===== src/rtl/fifo_ctrl_pkg.sv =====
// Shared types and constants for the single-port FIFO controller.
// Grant encoding doubles as the FIFO port-select value.
package fifo_ctrl_pkg;

  typedef enum logic {
    INIT = 1'b0,
    RUN  = 1'b1
  } state_e;

  localparam logic GNT_WR = 1'b0;
  localparam logic GNT_RD = 1'b1;

  localparam int BIT_D_DEF = 32;

endpackage


===== src/rtl/fifo_rr_arb.sv =====
// Two-way write/read arbiter for the shared FIFO RAM port.
// FAIR=1 alternates on contention, FAIR=0 gives write fixed priority.
import fifo_ctrl_pkg::*;

module fifo_rr_arb #(
  parameter int FAIR = 1
) (
  input  logic clk_i,
  input  logic arst_i,
  input  logic wr_req_i,
  input  logic rd_req_i,
  output logic wr_gnt_o,
  output logic rd_gnt_o
);

  logic last_q;
  logic last_d;
  logic wr_wins;

  always_comb begin
    wr_wins  = ~rd_req_i
             | (FAIR == 0)
             | (last_q == GNT_RD);
    wr_gnt_o = wr_req_i & wr_wins;
    rd_gnt_o = rd_req_i & ~wr_gnt_o;
    last_d   = last_q;
    if (wr_gnt_o) begin
      last_d = GNT_WR;
    end else if (rd_gnt_o) begin
      last_d = GNT_RD;
    end
  end

  // Starting from READ lets the write side win the first tie.
  always_ff @(posedge clk_i or posedge arst_i) begin
    if (arst_i) begin
      last_q <= GNT_RD;
    end else begin
      last_q <= last_d;
    end
  end

endmodule


===== src/rtl/fifo_sp_ctrl.sv =====
// Controller in front of a single-port-RAM FIFO: arbitrates the shared
// port, owns init/flush, and registers the read side as a stream.
import fifo_ctrl_pkg::*;

module fifo_sp_ctrl #(
  parameter int BIT_D   = BIT_D_DEF,
  parameter int NUM_REG = 6,
  parameter int FAIR    = 1
) (
  input  logic             clk_i,
  input  logic             arst_i,
  input  logic             flush_i,
  input  logic             s_valid_i,
  input  logic [BIT_D-1:0] s_data_i,
  output logic             s_ready_o,
  output logic             m_valid_o,
  output logic [BIT_D-1:0] m_data_o,
  input  logic             m_ready_i,
  output logic             f_srst_o,
  output logic             f_wr_o,
  output logic             f_rd_o,
  output logic             f_sel_o,
  output logic [BIT_D-1:0] f_data_o,
  input  logic [BIT_D-1:0] f_data_i,
  input  logic             f_full_i,
  input  logic             f_empty_i
);

  if (NUM_REG < 1) begin : g_chk_depth
    $error("fifo_sp_ctrl: NUM_REG must be at least 1");
  end

  state_e           state_q;
  state_e           state_d;
  logic             m_valid_q;
  logic             m_valid_d;
  logic [BIT_D-1:0] m_data_q;
  logic [BIT_D-1:0] m_data_d;
  logic             rd_infl_q;
  logic             rd_infl_d;

  logic run;
  logic flush_run;
  logic wr_req;
  logic rd_req;
  logic wr_gnt;
  logic rd_gnt;
  logic capture;

  always_comb begin
    run       = (state_q == RUN) & ~flush_i;
    flush_run = (state_q == RUN) & flush_i;
    wr_req    = run & s_valid_i & ~f_full_i;
    rd_req    = run
              & ~f_empty_i
              & ~rd_infl_q
              & (~m_valid_q | m_ready_i);
  end

  fifo_rr_arb #(
    .FAIR(FAIR)
  ) u_arb (
    .clk_i   (clk_i),
    .arst_i  (arst_i),
    .wr_req_i(wr_req),
    .rd_req_i(rd_req),
    .wr_gnt_o(wr_gnt),
    .rd_gnt_o(rd_gnt)
  );

  // Held low while arst_i is asserted so the FIFO reset is a single
  // clean pulse in the INIT cycle after release.
  always_comb begin
    f_srst_o  = (state_q == INIT) & ~arst_i;
    s_ready_o = wr_gnt;
    f_wr_o    = wr_gnt;
    f_rd_o    = rd_gnt;
    f_sel_o   = rd_gnt ? GNT_RD : GNT_WR;
    f_data_o  = s_data_i;
    m_valid_o = m_valid_q;
    m_data_o  = m_data_q;
  end

  always_comb begin
    state_d = state_q;
    unique case (state_q)
      INIT: state_d = RUN;
      RUN:  state_d = flush_i ? INIT : RUN;
    endcase
  end

  // Flush drops any read still in flight.
  always_comb begin
    capture   = rd_infl_q & ~flush_run;
    rd_infl_d = rd_gnt;
    m_data_d  = capture ? f_data_i : m_data_q;
    m_valid_d = m_valid_q;
    if (flush_run) begin
      m_valid_d = 1'b0;
    end else if (capture) begin
      m_valid_d = 1'b1;
    end else if (m_valid_q & m_ready_i) begin
      m_valid_d = 1'b0;
    end
  end

  always_ff @(posedge clk_i or posedge arst_i) begin
    if (arst_i) begin
      state_q   <= INIT;
      m_valid_q <= 1'b0;
      m_data_q  <= '0;
      rd_infl_q <= 1'b0;
    end else begin
      state_q   <= state_d;
      m_valid_q <= m_valid_d;
      m_data_q  <= m_data_d;
      rd_infl_q <= rd_infl_d;
    end
  end

endmodule


===== config.mk =====
export PLATFORM = sky130hd
export DESIGN_NAME = fifo_sp_ctrl
export DESIGN_NICKNAME = d
export VERILOG_FILES = /design/src/rtl/fifo_ctrl_pkg.sv /design/src/rtl/fifo_rr_arb.sv /design/src/rtl/fifo_sp_ctrl.sv
export SDC_FILE = /design/constraint.sdc
export NUM_CORES = 1
export LEC_CHECK = 0
export CORE_UTILIZATION = 32
export CTS_BUF_LIST = sky130_fd_sc_hd__clkbuf_8
export CTS_CLUSTER_SIZE = 28
export DETAILED_ROUTE_END_ITERATION = 10
export PLACE_DENSITY = 0.84
export SLEW_MARGIN = 5
export SYNTH_ARGS = -nofsm -noshare
export SYNTH_HDL_FRONTEND = slang
export SYNTH_SLANG_ARGS = --single-unit

===== constraint.sdc =====
create_clock -name clk_i -period 4 [get_ports clk_i]
set_clock_uncertainty 0.15 [all_clocks]
set_input_delay 0.8 -clock clk_i [delete_from_list [all_inputs] [get_ports clk_i]]
set_output_delay 0.8 -clock clk_i [all_outputs]
set_load 0.02 [all_outputs]

=== Word level (Yosys, flattened, before mapping) ===
Cells that the tools add are included.

* Register bits: 36
* Output and inout bits: 70
* Word-level logic and storage cells: 39

* Muxes and demuxes: 8
* Bitwise logic cells: 24
* Reductions and logical operators: 2

{| class="wikitable"
|+ Operators by type and width
! operator !! number
|-
| 1-bit AND || 12
|-
| 1-bit inverter || 10
|-
| 1-bit 2-to-1 mux || 7
|-
| 3-bit nonzero test || 1
|-
| 1-bit bitwise OR || 2
|-
| 1-bit one-hot mux with 2 select lines || 1
|-
| 2-bit nonzero test || 1
|}

=== Longest topological paths before layout ===
* Depth in word-level cells: 12
* Mapped depth: 3
* Depth with buffers taken out: 2

=== Modules after synthesis ===
Synthesis repeated with hierarchy kept, for this count alone.

* Cell total of the unflattened synthesis: 120
* Area total of the unflattened synthesis: 1646.6 um^2

{| class="wikitable"
|+ By module, submodules not included
! module !! times used !! cells an instance !! area each (um^2)
|-
| fifo_sp_ctrl || 1 || 113 || 1589.0
|-
| fifo_rr_arb || 1 || 7 || 57.6
|}

=== Least setup slack after synthesis ===
No wires, ideal clock.

* Path type: in2out
* From: in f_empty_i
* To: out f_sel_o
* Arrival time: 2207 ps
* Data required time: 3050 ps
* Setup slack: 843 ps
* Stages: 3
* Buffers on the path: 1
* Cells stage by stage: or2_2 nor4_1 buf_4

* Word-level cells in the longest chain between the ends: 10

{| class="wikitable"
|+ RTL lines
! element !! RTL line !! RTL
|-
| from (decl) || fifo_sp_ctrl.sv:26 || <nowiki>input logic f_empty_i</nowiki>
|-
| 1-bit inverter * || fifo_sp_ctrl.sv:55 || <nowiki>& ~f_empty_i</nowiki>
|-
| 1-bit AND * || fifo_sp_ctrl.sv:55 ||
|-
| 1-bit AND * || fifo_sp_ctrl.sv:56 || <nowiki>& ~rd_infl_q</nowiki>
|-
| 1-bit AND * || fifo_sp_ctrl.sv:57 || <nowiki>& (~m_valid_q | m_ready_i);</nowiki>
|-
| 1-bit inverter || fifo_rr_arb.sv:21 || <nowiki>wr_wins = ~rd_req_i</nowiki>
|-
| 1-bit bitwise OR || fifo_rr_arb.sv:23 || <nowiki>| (last_q == GNT_RD);</nowiki>
|-
| 1-bit AND || fifo_rr_arb.sv:24 || <nowiki>wr_gnt_o = wr_req_i & wr_wins;</nowiki>
|-
| 1-bit inverter || fifo_rr_arb.sv:25 || <nowiki>rd_gnt_o = rd_req_i & ~wr_gnt_o;</nowiki>
|-
| 1-bit AND * || fifo_rr_arb.sv:25 ||
|-
| via f_rd_o || fifo_sp_ctrl.sv:21 || <nowiki>output logic f_rd_o,</nowiki>
|-
| 1-bit 2-to-1 mux * || fifo_sp_ctrl.sv:78 || <nowiki>f_sel_o = rd_gnt ? GNT_RD : GNT_WR;</nowiki>
|-
| to (decl) || fifo_sp_ctrl.sv:22 || <nowiki>output logic f_sel_o,</nowiki>
|}

Mark *: on every way through the listed nets, which the timed path passes. The rest lies on a longest branch.

=== Final worst setup path ===
* From: in flush_i
* To: out f_sel_o

* Word-level cells in the longest chain between the ends: 11
* Elaborated cells between the ends (all ways): 13

{| class="wikitable"
|+ RTL lines
! element !! RTL line !! RTL
|-
| from (decl) || fifo_sp_ctrl.sv:12 || <nowiki>input logic flush_i,</nowiki>
|-
| 1-bit inverter * || fifo_sp_ctrl.sv:51 || <nowiki>run = (state_q == RUN) & ~flush_i;</nowiki>
|-
| 1-bit AND * || fifo_sp_ctrl.sv:51 ||
|-
| 1-bit AND || fifo_sp_ctrl.sv:55 ||
|-
| 1-bit AND || fifo_sp_ctrl.sv:56 ||
|-
| 1-bit AND || fifo_sp_ctrl.sv:57 ||
|-
| 1-bit inverter || fifo_rr_arb.sv:21 ||
|-
| 1-bit bitwise OR || fifo_rr_arb.sv:23 ||
|-
| 1-bit AND || fifo_rr_arb.sv:24 ||
|-
| 1-bit inverter || fifo_rr_arb.sv:25 ||
|-
| 1-bit AND * || fifo_rr_arb.sv:25 ||
|-
| 1-bit 2-to-1 mux * || fifo_sp_ctrl.sv:78 ||
|}

Mark *: on every way between the ends. The rest lies on a longest branch, timed or not.

==> metrics.csv <==
metric,value,unit
status,finished clean,
Overall Global Routing Usage,0.128,
RSZ-0062 raised after global routing,false,
GR Layer Usage met1,0.125,
area grow syn2layout,39.5,%
CP max stage delay,0.68,ns
Skew-Pair Late Insertion Delay,0.28,ns
final hold slack,0.356,ns
Slew Limit Headroom,0.546,
DRC viols,0,
Yosys cell types,20,
die height,74.5,um
Starting Density,0.331,
grt met2 use,0.234,
CTS Buffer Depth,2,
Netlist Area Pre-Place,1680,sq um
"Most Used Layer, Global Route",met2,
"flops & latches, synth",36,
Tmin final,3.55,ns
power density over the cells,563,nW/um^2
worst-path maximum fanout,5,
Avg WL per Cell,13.7,um
"area leader, netlist",dfrtp_1,
post-route ant nets,0,
CTS Buf Count,5,
CTS clock-pin slew for the worst setup and hold paths,0.07,ns
post-synthesis mux area share,0.219,
simple-gate area share of the yosys netlist,0.0372,
postcts setup bufs,0,
total grt overflow,0,
htree depth,2,
crit start category,input pin,
routing usage on met3,0.0583,
xor and xnor area share after synthesis,0,
drt via density,4.38,
CTS tree,done,
maximum clock frequency,282,MHz
post-cts repair resize count,0,
full die area,5550,sq um
Setup Crit Path Kind,input pin to output pin,
Die Wd,74.5,um
final setup vio count,0,
adder-cell share of the synthesized area,0,
Pre-Repair DR Iteration Count,3,
CP dominant cell by count,clkdlybuf4s50_1,
drt initial violations,16,
Post-Synthesis Cells,120,
layout cells sized above 1,0.266,
DR vias,1047,
Ys Warns,0,
Yosys top cell area share,0.521,
count of input and output buffers,76,
crit path cell chain,clkdlybuf4s50_1 -> nand2b_1 -> nor4_1 -> clkdlybuf4s50_1,
Max Cap Viol,0,
"Hold Violations, Final",0,
post-route setup TNS,0,ns
first-pass GRT wire length,5100,um
post-synthesis compound-gate area fraction,0.0305,
final wirelength,3270,um
initial antenna violation count,0,
HPWL Detailed,2440,um
# fillers,493,
"Slew Viols, Final",0,
type of the tightest min-delay check,flop to flop,
Nets,239,
Worst setup EP type,output pin,
Num Clock Sinks,36,
largest family of logic cells by synthesized area,multiplexers,
vias in the first global route,1134,
"Seq/Total Area, Yosys",0.537,
"slowest stage cell, crit path",clkdlybuf4s50_1,
Critical Path RT,3.05,ns
Post-Syn Nets,191,
largest net degree at the start of global routing,33,
Max VDD drop,0.000237,V
core area,5070,sq um
Tcrit/Tclk final,0.887,
Inserted Diodes,0,
Avg Inst Size Synth,14.0,sq um
hold buffers post-CTS,0,
num rows,26,
io pins,141,
CP arrival,2.60,ns
Leak,0.963,nW
"top cells by area, synth","dfrtp_1 (52%), mux2_2 (20%), buf_4 (15%), buf_6 (2.0%), mux2_4 (1.8%)",
GP Congestion,0.693,
root buffer cell,clkbuf_8,
slew at the pin closest to its max-slew limit,0.680,ns
critical path, delay by kind of cell:
family / cells / cell delay (ns)
buffers and inverters: 2 / 1.18
AND/OR/NAND/NOR: 2 / 0.61
cell type report:
cell class / count / area, sq um / area share
tap: 70 / 87.6 / 0.0374
clock inverter: 2 / 7.51 / 0.00320
multi-input combinational: 45 / 482 / 0.205
timing repair buffer: 78 / 776 / 0.331
sequential: 36 / 902 / 0.385
clock buffer: 6 / 82.6 / 0.0352
inverter: 2 / 7.51 / 0.00320
cells by family (layout without fill, tap and decap cells):
group	after synthesis	after routing
AND/OR/NAND/NOR	9	9
multiplexers	32	32
buffers and inverters	39	88
flip-flops	36	36
AO/OA/AOI/OAI	4	4
metal layers:
layer	wire (um)	share of wire
met2	1650	0.50
met5	0	0
met3	344	0.11
met1	1220	0.37
met4	56	0.017
path summary, 6_finish.rpt:
kind,startpoint,end,slack (ns),cells past startpoint
worst min register to register,m_data_o[17]$_DFFE_PP0P_,m_data_o[17]$_DFFE_PP0P_,0.36,1
min in group asynchronous,arst_i,m_valid_o$_DFFE_PP0P_,0.80,2
worst max-delay path,flush_i,f_sel_o,0.45,4
worst max register to register,state_q$_DFF_PP0_,m_data_o[22]$_DFFE_PP0P_,2.31,3
max in group asynchronous,arst_i,m_data_o[15]$_DFFE_PP0P_,2.19,3
worst min-delay path,m_data_o[17]$_DFFE_PP0P_,m_data_o[17]$_DFFE_PP0P_,0.36,1
state kept, by name (all words and copies together), names as in the netlist:
name	count
m_data_o	32
m_valid_o	1
rd_infl_q	1
state_q	1
u_arb.last_q	1
Yosys cell counts:
cell type and n:
nand2_1 1, buf_4 34, and4bb_2 1, nor2b_1 1
a21boi_4 1, mux2_2 30, o32ai_2 1, o31a_1 1
nor2_1 1, and3b_1 1, nand2b_1 1, or2_2 1
mux2_4 2, nor4_1 1, or3b_1 1, inv_1 2
buf_6 3, o21a_1 1, dfrtp_1 35, dfstp_2 1
report_power, final:
group | switching (mW) | internal (mW) | total (mW)
clock | 0.121 | 0.135 | 0.256
sequential | 0.0571 | 0.476 | 0.533
combinational | 0.229 | 0.300 | 0.529
cell usage in the layout, fill, tap and decap left out:
master / n
a21boi_4: 1
and3b_1: 1
and4bb_2: 1
buf_4: 2
clkbuf_8: 6
clkdlybuf4s50_1: 76
dfrtp_1: 35
dfstp_2: 1
inv_1: 4
mux2_2: 30
mux2_4: 2
nand2_1: 1
nand2b_1: 1
nor2_1: 1
nor2b_1: 1
nor4_1: 1
o21a_1: 1
o31a_1: 1
o32ai_2: 1
or2_2: 1
or3b_1: 1
stage by stage:
stage / worst slack (ns) / utilization / power [mW] / cells / area [sq um]
2_1_floorplan: 0.843 / - / 0.843 / 120 / 1680
3_3_place_gp: 0.465 / 0.444 / 1.06 / 231 / 2250
3_5_place_dp: 0.460 / 0.444 / 1.08 / 231 / 2250
4_1_cts: 0.434 / 0.462 / 1.34 / 239 / 2340
5_1_grt: 0.281 / 0.462 / 1.40 / 239 / 2340
6_report: 0.452 / 0.462 / 1.32 / 239 / 2340
(Power assumes the default switching activity.)
